`src/rtl/imm_decode_stage.sv`:
```
// Decode stage: opcode -> immctrl decode, immediate generation and a 2-entry
// skid buffer toward EX, with flush and a saturating illegal-opcode counter.

module ImmGen #(
  parameter int WORD_LEN = 32
) (
  input  logic [31:7]         i_instr,
  input  logic [4:0]          i_immctrl,
  output logic [WORD_LEN-1:0] o_immout
);

  logic [31:0] w_imm32;

  // immctrl is one-hot: I, S, B, U, J from bit 0 upward; anything else yields zero.
  always_comb begin
    w_imm32 = '0;
    case (i_immctrl)
      5'b00001: w_imm32 = {{20{i_instr[31]}}, i_instr[31:20]};
      5'b00010: w_imm32 = {{20{i_instr[31]}}, i_instr[31:25], i_instr[11:7]};
      5'b00100: w_imm32 = {{19{i_instr[31]}}, i_instr[31], i_instr[7],
                           i_instr[30:25], i_instr[11:8], 1'b0};
      5'b01000: w_imm32 = {i_instr[31:12], 12'b0};
      5'b10000: w_imm32 = {{11{i_instr[31]}}, i_instr[31], i_instr[19:12],
                           i_instr[20], i_instr[30:21], 1'b0};
      default:  w_imm32 = '0;
    endcase
  end

  assign o_immout = WORD_LEN'($signed(w_imm32));

endmodule

module imm_decode_stage #(
  parameter int WORD_LEN  = 32,
  parameter int ADDR_SIZE = 32,
  parameter int CNT_W     = 16
) (
  input  logic                 i_clk,
  input  logic                 i_rst_n,
  input  logic                 i_flush,
  input  logic                 i_in_valid,
  output logic                 o_in_ready,
  input  logic [31:0]          i_in_instr,
  input  logic [ADDR_SIZE-1:0] i_in_pc,
  output logic                 o_out_valid,
  input  logic                 i_out_ready,
  output logic [31:0]          o_out_instr,
  output logic [ADDR_SIZE-1:0] o_out_pc,
  output logic [4:0]           o_out_immctrl,
  output logic [WORD_LEN-1:0]  o_out_imm,
  output logic                 o_out_illegal,
  output logic [CNT_W-1:0]     o_illegal_cnt
);

  localparam logic [4:0] IMM_NONE = 5'b00000;
  localparam logic [4:0] IMM_I    = 5'b00001;
  localparam logic [4:0] IMM_S    = 5'b00010;
  localparam logic [4:0] IMM_B    = 5'b00100;
  localparam logic [4:0] IMM_U    = 5'b01000;
  localparam logic [4:0] IMM_J    = 5'b10000;

  typedef enum logic [1:0] {
    EMPTY = 2'd0,
    ONE   = 2'd1,
    TWO   = 2'd2
  } state_t;

  typedef struct packed {
    logic [31:0]          instr;
    logic [ADDR_SIZE-1:0] pc;
    logic [4:0]           immctrl;
    logic [WORD_LEN-1:0]  imm;
    logic                 illegal;
  } entry_t;

  state_t           r_state;
  state_t           w_next_state;
  logic             r_in_ready;
  entry_t           r_head;
  entry_t           r_skid;
  entry_t           w_in_entry;
  logic [CNT_W-1:0] r_illegal_cnt;
  logic [4:0]       w_immctrl;
  logic             w_illegal;
  logic [WORD_LEN-1:0] w_imm;
  logic             w_enq;
  logic             w_deq;
  logic             w_load_head_in;
  logic             w_load_head_skid;
  logic             w_load_skid;

  // Only fully-formed 32-bit opcodes ([1:0] == 2'b11) are ever matched.
  always_comb begin
    w_immctrl = IMM_NONE;
    w_illegal = 1'b0;
    case (i_in_instr[6:0])
      7'b0110111, 7'b0010111:                     w_immctrl = IMM_U;
      7'b1101111:                                 w_immctrl = IMM_J;
      7'b1100111, 7'b0000011, 7'b0010011,
      7'b1110011, 7'b0001111:                     w_immctrl = IMM_I;
      7'b0100011:                                 w_immctrl = IMM_S;
      7'b1100011:                                 w_immctrl = IMM_B;
      7'b0110011:                                 w_immctrl = IMM_NONE;
      default:                                    w_illegal = 1'b1;
    endcase
  end

  ImmGen #(.WORD_LEN(WORD_LEN)) u_immgen (
    .i_instr  (i_in_instr[31:7]),
    .i_immctrl(w_immctrl),
    .o_immout (w_imm)
  );

  assign w_in_entry = '{instr: i_in_instr, pc: i_in_pc, immctrl: w_immctrl,
                        imm: w_imm, illegal: w_illegal};

  assign o_out_valid = (r_state != EMPTY);
  assign o_in_ready  = r_in_ready;
  assign w_enq       = i_in_valid & r_in_ready & ~i_flush;
  assign w_deq       = o_out_valid & i_out_ready;

  always_comb begin
    w_next_state     = r_state;
    w_load_head_in   = 1'b0;
    w_load_head_skid = 1'b0;
    w_load_skid      = 1'b0;
    if (i_flush) begin
      w_next_state = EMPTY;
    end else begin
      case (r_state)
        EMPTY: begin
          if (w_enq) begin
            w_next_state   = ONE;
            w_load_head_in = 1'b1;
          end
        end
        ONE: begin
          if (w_enq && w_deq) begin
            w_load_head_in = 1'b1;
          end else if (w_enq) begin
            w_next_state = TWO;
            w_load_skid  = 1'b1;
          end else if (w_deq) begin
            w_next_state = EMPTY;
          end
        end
        TWO: begin
          if (w_deq) begin
            w_next_state     = ONE;
            w_load_head_skid = 1'b1;
          end
        end
        default: w_next_state = EMPTY;
      endcase
    end
  end

  // in_ready is registered from the next state so it never sees out_ready combinationally.
  always_ff @(posedge i_clk or negedge i_rst_n) begin
    if (!i_rst_n) begin
      r_state    <= EMPTY;
      r_in_ready <= 1'b0;
      r_head     <= '0;
      r_skid     <= '0;
    end else begin
      r_state    <= w_next_state;
      r_in_ready <= (w_next_state != TWO);
      if (w_load_head_in) begin
        r_head <= w_in_entry;
      end else if (w_load_head_skid) begin
        r_head <= r_skid;
      end
      if (w_load_skid) begin
        r_skid <= w_in_entry;
      end
    end
  end

  always_ff @(posedge i_clk or negedge i_rst_n) begin
    if (!i_rst_n) begin
      r_illegal_cnt <= '0;
    end else if (w_enq && w_illegal && (r_illegal_cnt != {CNT_W{1'b1}})) begin
      r_illegal_cnt <= r_illegal_cnt + CNT_W'(1);
    end
  end

  assign o_out_instr   = r_head.instr;
  assign o_out_pc      = r_head.pc;
  assign o_out_immctrl = r_head.immctrl;
  assign o_out_imm     = r_head.imm;
  assign o_out_illegal = r_head.illegal;
  assign o_illegal_cnt = r_illegal_cnt;

endmodule

```
`config.mk`:
```
export PLATFORM = sky130hd
export DESIGN_NAME = imm_decode_stage
export DESIGN_NICKNAME = d
export VERILOG_FILES = /design/src/rtl/imm_decode_stage.sv
export SDC_FILE = /design/constraint.sdc
export NUM_CORES = 1
export LEC_CHECK = 0
export ABC_AREA = 0
export BUFFER_PORTS_ARGS = -buffer_cell sky130_fd_sc_hd__clkbuf_2
export CAP_MARGIN = 40
export CORE_MARGIN = 2
export CORE_UTILIZATION = 40
export CTS_BUF_LIST = sky130_fd_sc_hd__clkbuf_8
export DETAILED_ROUTE_END_ITERATION = 16
export PLACE_DENSITY = 0.58
export SLEW_MARGIN = 20
export SYNTH_ARGS = -nofsm -noshare
export SYNTH_HDL_FRONTEND = slang
export SYNTH_HIERARCHICAL = 1
export SYNTH_SLANG_ARGS = --single-unit
export TNS_END_PERCENT = 30
```
`constraint.sdc`:
```
create_clock -name i_clk -period 2.3 [get_ports i_clk]
set_input_delay 0.23 -clock i_clk [delete_from_list [all_inputs] [get_ports i_clk]]
set_output_delay 0.23 -clock i_clk [all_outputs]
set_load 0.02 [all_outputs]
```
Word-level counts from Yosys, hierarchy flattened. Index checks and enable logic that the tools add are counted.

Word-level logic and storage cells: 69. Register bits after elaboration: 223. Output and inout bits: 120.

Reductions and logical operators: 9. Equal/unequal tests: 20. Bitwise operators: 4. Muxes and demuxes: 22. Add/subtract/negate cells: 1.

Operators by type and width (number): 2-to-1 mux 102 bit (2); case mux 32 bit (5 select lines) (1); equality test 7 bit, second input constant (4); case mux 5 bit (5 select lines) (1); equality test 7 x 6 -> 1 bit, second input constant (3); adder 16 x 1 -> 16 bit, second input constant (1); != test 16 bit, second input constant (1); equality test 7 x 5 -> 1 bit, second input constant (2); 2-to-1 mux 2 bit (6); OR reduction 11 bit (1); 2-to-1 mux 1 bit (10); equality test 7 x 2 -> 1 bit, second input constant (1); equality test 7 x 4 -> 1 bit, second input constant (1); case mux 2 bit (3 select lines) (1); equality test 5 x 1 -> 1 bit, second input constant (1); equality test 5 x 2 -> 1 bit, second input constant (1); equality test 5 x 3 -> 1 bit, second input constant (1); equality test 5 x 4 -> 1 bit, second input constant (1); equality test 5 bit, second input constant (1); OR reduction 5 bit (1); nonzero test 2 bit (2); bitwise AND 1 bit (3); logical AND 1 bit (3); equality test 2 x 1 -> 1 bit, second input constant (1); 6 further kinds (6).

Logic depth before layout (Yosys ltp).
Depth in word-level cells: 8. Gate-level depth with buffers: 12. Depth with buffers taken out: 10.

Modules after synthesis. Netlist, hierarchy kept.

Modules (own cells, without submodules): imm_decode_stage (instances 1, area each 9253.9 µm², cells each 789, sequential area each 5580.4 µm²); ImmGen (instances 1, area each 635.6 µm², cells each 82, sequential area each 0.0 µm²).

Least setup slack after synthesis. OpenSTA, ideal clock, no wires.

Path type: in2reg. Start point: in i_in_instr[2]. End point: reg r_skid[22] in the netlist's numbering. Required time: 2.173 ns. Data arrival time: 2.440 ns. Setup slack: -0.267 ns. Stages: 8. Cell sequence: buf_2 or3_1 nor4_2 nor3_2 and3_1 buf_4 a211o_1 mux2_1.

Longest elaborated chain between the ends: 5.

RTL lines: start: declaration (RTL line 43) `input logic [31:0] i_in_instr,`; equality test 7 bit, or another cell as far along (RTL line 96) `case (i_in_instr[6:0])`; OR reduction 5 bit or OR reduction 2 bit (tied branches); case mux 5 bit (5 select lines) (*) (RTL line 96); net w_immctrl[1] (RTL line 83) `logic [4:0] w_immctrl;`; equality test 5 bit, or another cell as far along (RTL line 17) `case (i_immctrl)`; case mux 32 bit (5 select lines) (*) (RTL line 17); net w_imm[21] (RTL line 85) `logic [WORD_LEN-1:0] w_imm;`; end signal: assignment (RTL line 174) `r_skid <= w_in_entry;`; end: declaration (RTL line 80) `entry_t r_skid;`.

Mark *: on every way through the listed nets, which the timed path passes. The rest lies on a longest branch. A chain may end at the register's enable or synchronous reset.

Worst setup path in the final report.
Start point: reg r_state[0]. End point: reg r_skid[40] in the netlist's numbering.

Longest elaborated chain between the ends: 6.

RTL lines: start: declaration (RTL line 76) `state_t r_state;`; start signal: assignment (RTL line 166) `r_state <= w_next_state;`; nonzero test 2 bit (RTL line 117) `assign o_out_valid = (r_state != EMPTY);`; bitwise AND 1 bit (RTL line 120) `assign w_deq = o_out_valid & i_out_ready;`; logical AND 1 bit (RTL line 138) `if (w_enq && w_deq) begin`; 2-to-1 mux 1 bit (RTL line 138); 2-to-1 mux 1 bit (*) (RTL line 130) `case (r_state)`; 2-to-1 mux 1 bit (*) (RTL line 127) `if (i_flush) begin`.

Mark *: on every way between the ends. The rest lies on a longest branch, timed or not.

==> run_results.csv <==
group,metric,value,unit
cts,cts_tree,"done",
setup_path,arrival,2.39,ns
yosys,synth_fp_nets,941,
yosys,synth_area_leader_cell,"dfrtp_1",
power_and_ir_drop,power.internal,0.00734,W
layout,drive_above_1_share,30.5,%
detailed_routing,first_pass_iters,5,
yosys,synthTopCellsByArea,"dfrtp_1 (56%), mux2_1 (9.0%), nand2_1 (7.6%)",
cts,cts_max_level,2,
detailed_routing,routedWlPerCell,16.9,µm
floorplan,io_pins,189,
layout,syn2layout_area_growth,29.5,%
floorplan,fp.dieW,161,µm
cts,post_cts_buffers,0,
cts,clkTransAtPathRegs,0.06,ns
setup_path,critPathRequiredTime,2.70,ns
placement,hpwl,16.7,mm
power_and_ir_drop,pwr_density_cell,810,nW/µm²
setup_path,endpoint,"r_skid[40]",
timing,rsz0062_at_grt,"no",
min_path,hold_class,"in2reg",
cts,cts_made_buffers,40,
timing,maxSlewViolCount,0,
yosys,synth_most_common_cell,"dfrtp_1",
power_and_ir_drop,p_switching,0.00304,W
timing,worst-slew-pin-transition,0.460,ns
timing,fin_crit_sh,86.3,%
timing,period_minus_slack,1.99,ns
global_routing,grt_pass1_vias,7657,
setup_path,rr_endpoint,"r_skid[40]",
global_routing,grt.total_usage,19.7,%
power_and_ir_drop,seq_power_share,47.8,%
setup_path,path_class,"reg2reg",
cts,insertion_delay,0.52,ns
timing,relSlewSlack,69.3,%
global_routing,antenna_found_initial,0,
setup_path,reg2reg_depth,5,
yosys,netlist_area,9890,µm²
layout,final_cell_area,12800,µm²
yosys,ys_seq_elements,223,
yosys,yosysSeqAreaShare,56.4,%
layout,nets,1216,
timing,fmax,504,MHz
yosys,ys.flop_type,"dfrtp_1",
yosys,synth_cells,871,
timing,clock_skew,0.0247,ns
setup_path,cp_max_fo,11,
setup_path,end_kind,"flop",
yosys,synth-async-reset-ratio,100,%
floorplan,dieArea,26000,µm²
timing,worst_hold_slack,0.0411,ns
floorplan,core_area,24300,µm²
yosys,netlist_top_cells_count,"dfrtp_1 (223), nand2_1 (201), a22oi_1 (90), mux2_1 (79), buf_2 (23)",
job,cap_violations,0,
yosys,syn_area_per_cell,11.4,µm²
yosys,synth_edf_count,0,
layout,diodes,0,
placement,gp_congestion,0.779,
cts,clock-root-buffer,"clkbuf_8",
setup_path,ff2ff_setup_slack,0.31,ns
global_routing,grt_overflow,0,
status,status,"complete, no violations",
placement,placed_cell_area,11600,µm²
power_and_ir_drop,p_comb_share,17.6,%
setup_path,crit_start,"r_state[0]",
yosys,yosys_warnings,6,
floorplan,rows,57,
detailed_routing,drt_iter0_drc,495,
setup_path,r2r-start,"r_state[0]",
placement,port_buffers,188,
timing,finalHoldViolCount,0,
floorplan,dieHeight,161,µm
power_and_ir_drop,power_frac_clock,34.6,%
yosys,synth_cell_type_count,56,
global_routing,grt_max_degree,91,
yosys,synth.top_cell.area_share,56.4,%
power_and_ir_drop,sw_frac_of_total,29.3,%
power_and_ir_drop,peakVddDrop,0.525,mV
detailed_routing,drc,0,
power_and_ir_drop,leakage,6.58,nW
global_routing,grt_pass1_wl,41.2,mm
detailed_routing,finalWirelength,25.3,mm
cts,ctsLongestPathBuffers,3,
timing,final-setup-viol-count,0,
setup_path,critPathLaunchType,"flop",
detailed_routing,ant_nets,0,
floorplan,start_util,40.7,%
detailed_routing,vias,7622,
cts,cts.sinks,223,
layout,fillers,2198,
detailed_routing,vias_per_cell,5.09,
## sequential cells by signal, summed over array words and instances, names as in the netlist
name / flops
r_skid: 102
o_out_instr: 32
o_out_pc: 32
r_state: 2
o_out_immctrl: 5
o_out_illegal: 1
o_illegal_cnt: 16
o_in_ready: 1
o_out_imm: 32
## worst max-delay path, stage by stage (launching register included)
cell and delay, ns:
dfrtp_1 0.48, nand2b_1 0.12, or2_1 0.26, nor2_4 0.36
buf_4 0.30, mux2_1 0.35
## kinds of logic (layout without fill, tap and decap cells)
| kind of cell | Yosys count | after routing | synth area share (%) |
|---|---|---|---|
| adder cells (fa/ha/maj) | 2 | 2 | 0.228 |
| AND/OR/NAND/NOR | 300 | 300 | 14.0 |
| flip-flops | 223 | 223 | 56.4 |
| AO/OA/AOI/OAI | 154 | 154 | 11.6 |
| XOR/XNOR | 21 | 21 | 1.86 |
| multiplexers | 103 | 103 | 11.8 |
| buffers and inverters | 68 | 369 | 4.12 |
## layer usage
| layer | share of wire, % | global-route usage, % | vias up | wire (µm) |
|---|---|---|---|---|
| met1 | 46 | 27.9 | 3772 | 11600 |
| met2 | 46 | 30.4 | 180 | 11600 |
| met4 | 2.2 | 6.05 | 0 | 559 |
| met5 | 0 | 0 | - | 0 |
| met3 | 6.0 | 4.49 | 46 | 1530 |
| li1 | - | - | 3624 | - |
## power groups by stage
stage / logic (W) / clock network [W] / registers (W)
2_1_floorplan: 0.000730 / 0 / 0.00530
3_3_place_gp: 0.00176 / 0 / 0.00499
3_5_place_dp: 0.00179 / 0 / 0.00502
4_1_cts: 0.00186 / 0.00372 / 0.00496
5_1_grt: 0.00201 / 0.00390 / 0.00504
6_report: 0.00182 / 0.00360 / 0.00496
## through the flow
step                      utilization [%]  cells  TNS (ns)  worst slack, ns  power (W)
after floorplan                         -    871     -1.55          -0.0954    0.00603
after global placement               47.6   1383     -2.23          -0.0812    0.00675
after detailed placement             47.6   1383     -2.15          -0.0857    0.00681
after CTS                            52.7   1496         0            0.277     0.0105
after global routing                 52.7   1496         0            0.140     0.0110
final                                52.7   1496         0            0.314     0.0104
## repair_timing
| action | in CTS | in global routing |
|---|---|---|
| endpoints found under the hold margin | 152 | 0 |
| gates resized for setup | 0 | 0 |
| hold buffers | 45 | 0 |
## cells in the final DEF, fill, tap and decap left out, types with 4 or more instances in the layout
cell type      count
dfrtp_1          223
mux2_1            69
and3_1             5
nand4_1            8
inv_1             20
a31oi_1           10
clkinv_2           4
a22oi_1           90
nor2b_1            5
clkbuf_2         187
nand3_1           16
buf_12            14
dlygate4sd3_1     45
nor3_1            10
a211o_1           12
nor2_1            20
a22o_1             4
xnor2_1           17
a21oi_1            9
a21o_1             9
o22ai_1            6
mux2_2            22
nand2b_1           9
mux2_4            11
nand2_1          201
clkbuf_8          48
buf_4             46
xor2_1             4
## worst min-delay path by stage
stage	start	to	slack [ns]	cells after the start
global placement	i_rst_n	o_illegal_cnt[6]	0.18	1
CTS	i_in_instr[7]	r_skid[77]	0.01	2
floorplan	i_rst_n	o_illegal_cnt[0]	-0.07	0
detailed placement	i_rst_n	o_illegal_cnt[6]	0.18	1
global route	i_in_instr[7]	r_skid[77]	0.007	2
finish	i_in_instr[7]	r_skid[77]	0.04	2
## area by class of cell
class	count	area, µm²	share of cell area (%)
clock inverter	20	110	0.860
multi-input combinational	580	3990	31.2
timing repair buffer	293	2030	15.8
tap	324	405	3.17
inverter	8	30.0	0.235
sequential	223	5580	43.6
clock buffer	48	661	5.16
No activity file was read; power rests on OpenSTA's default activity.
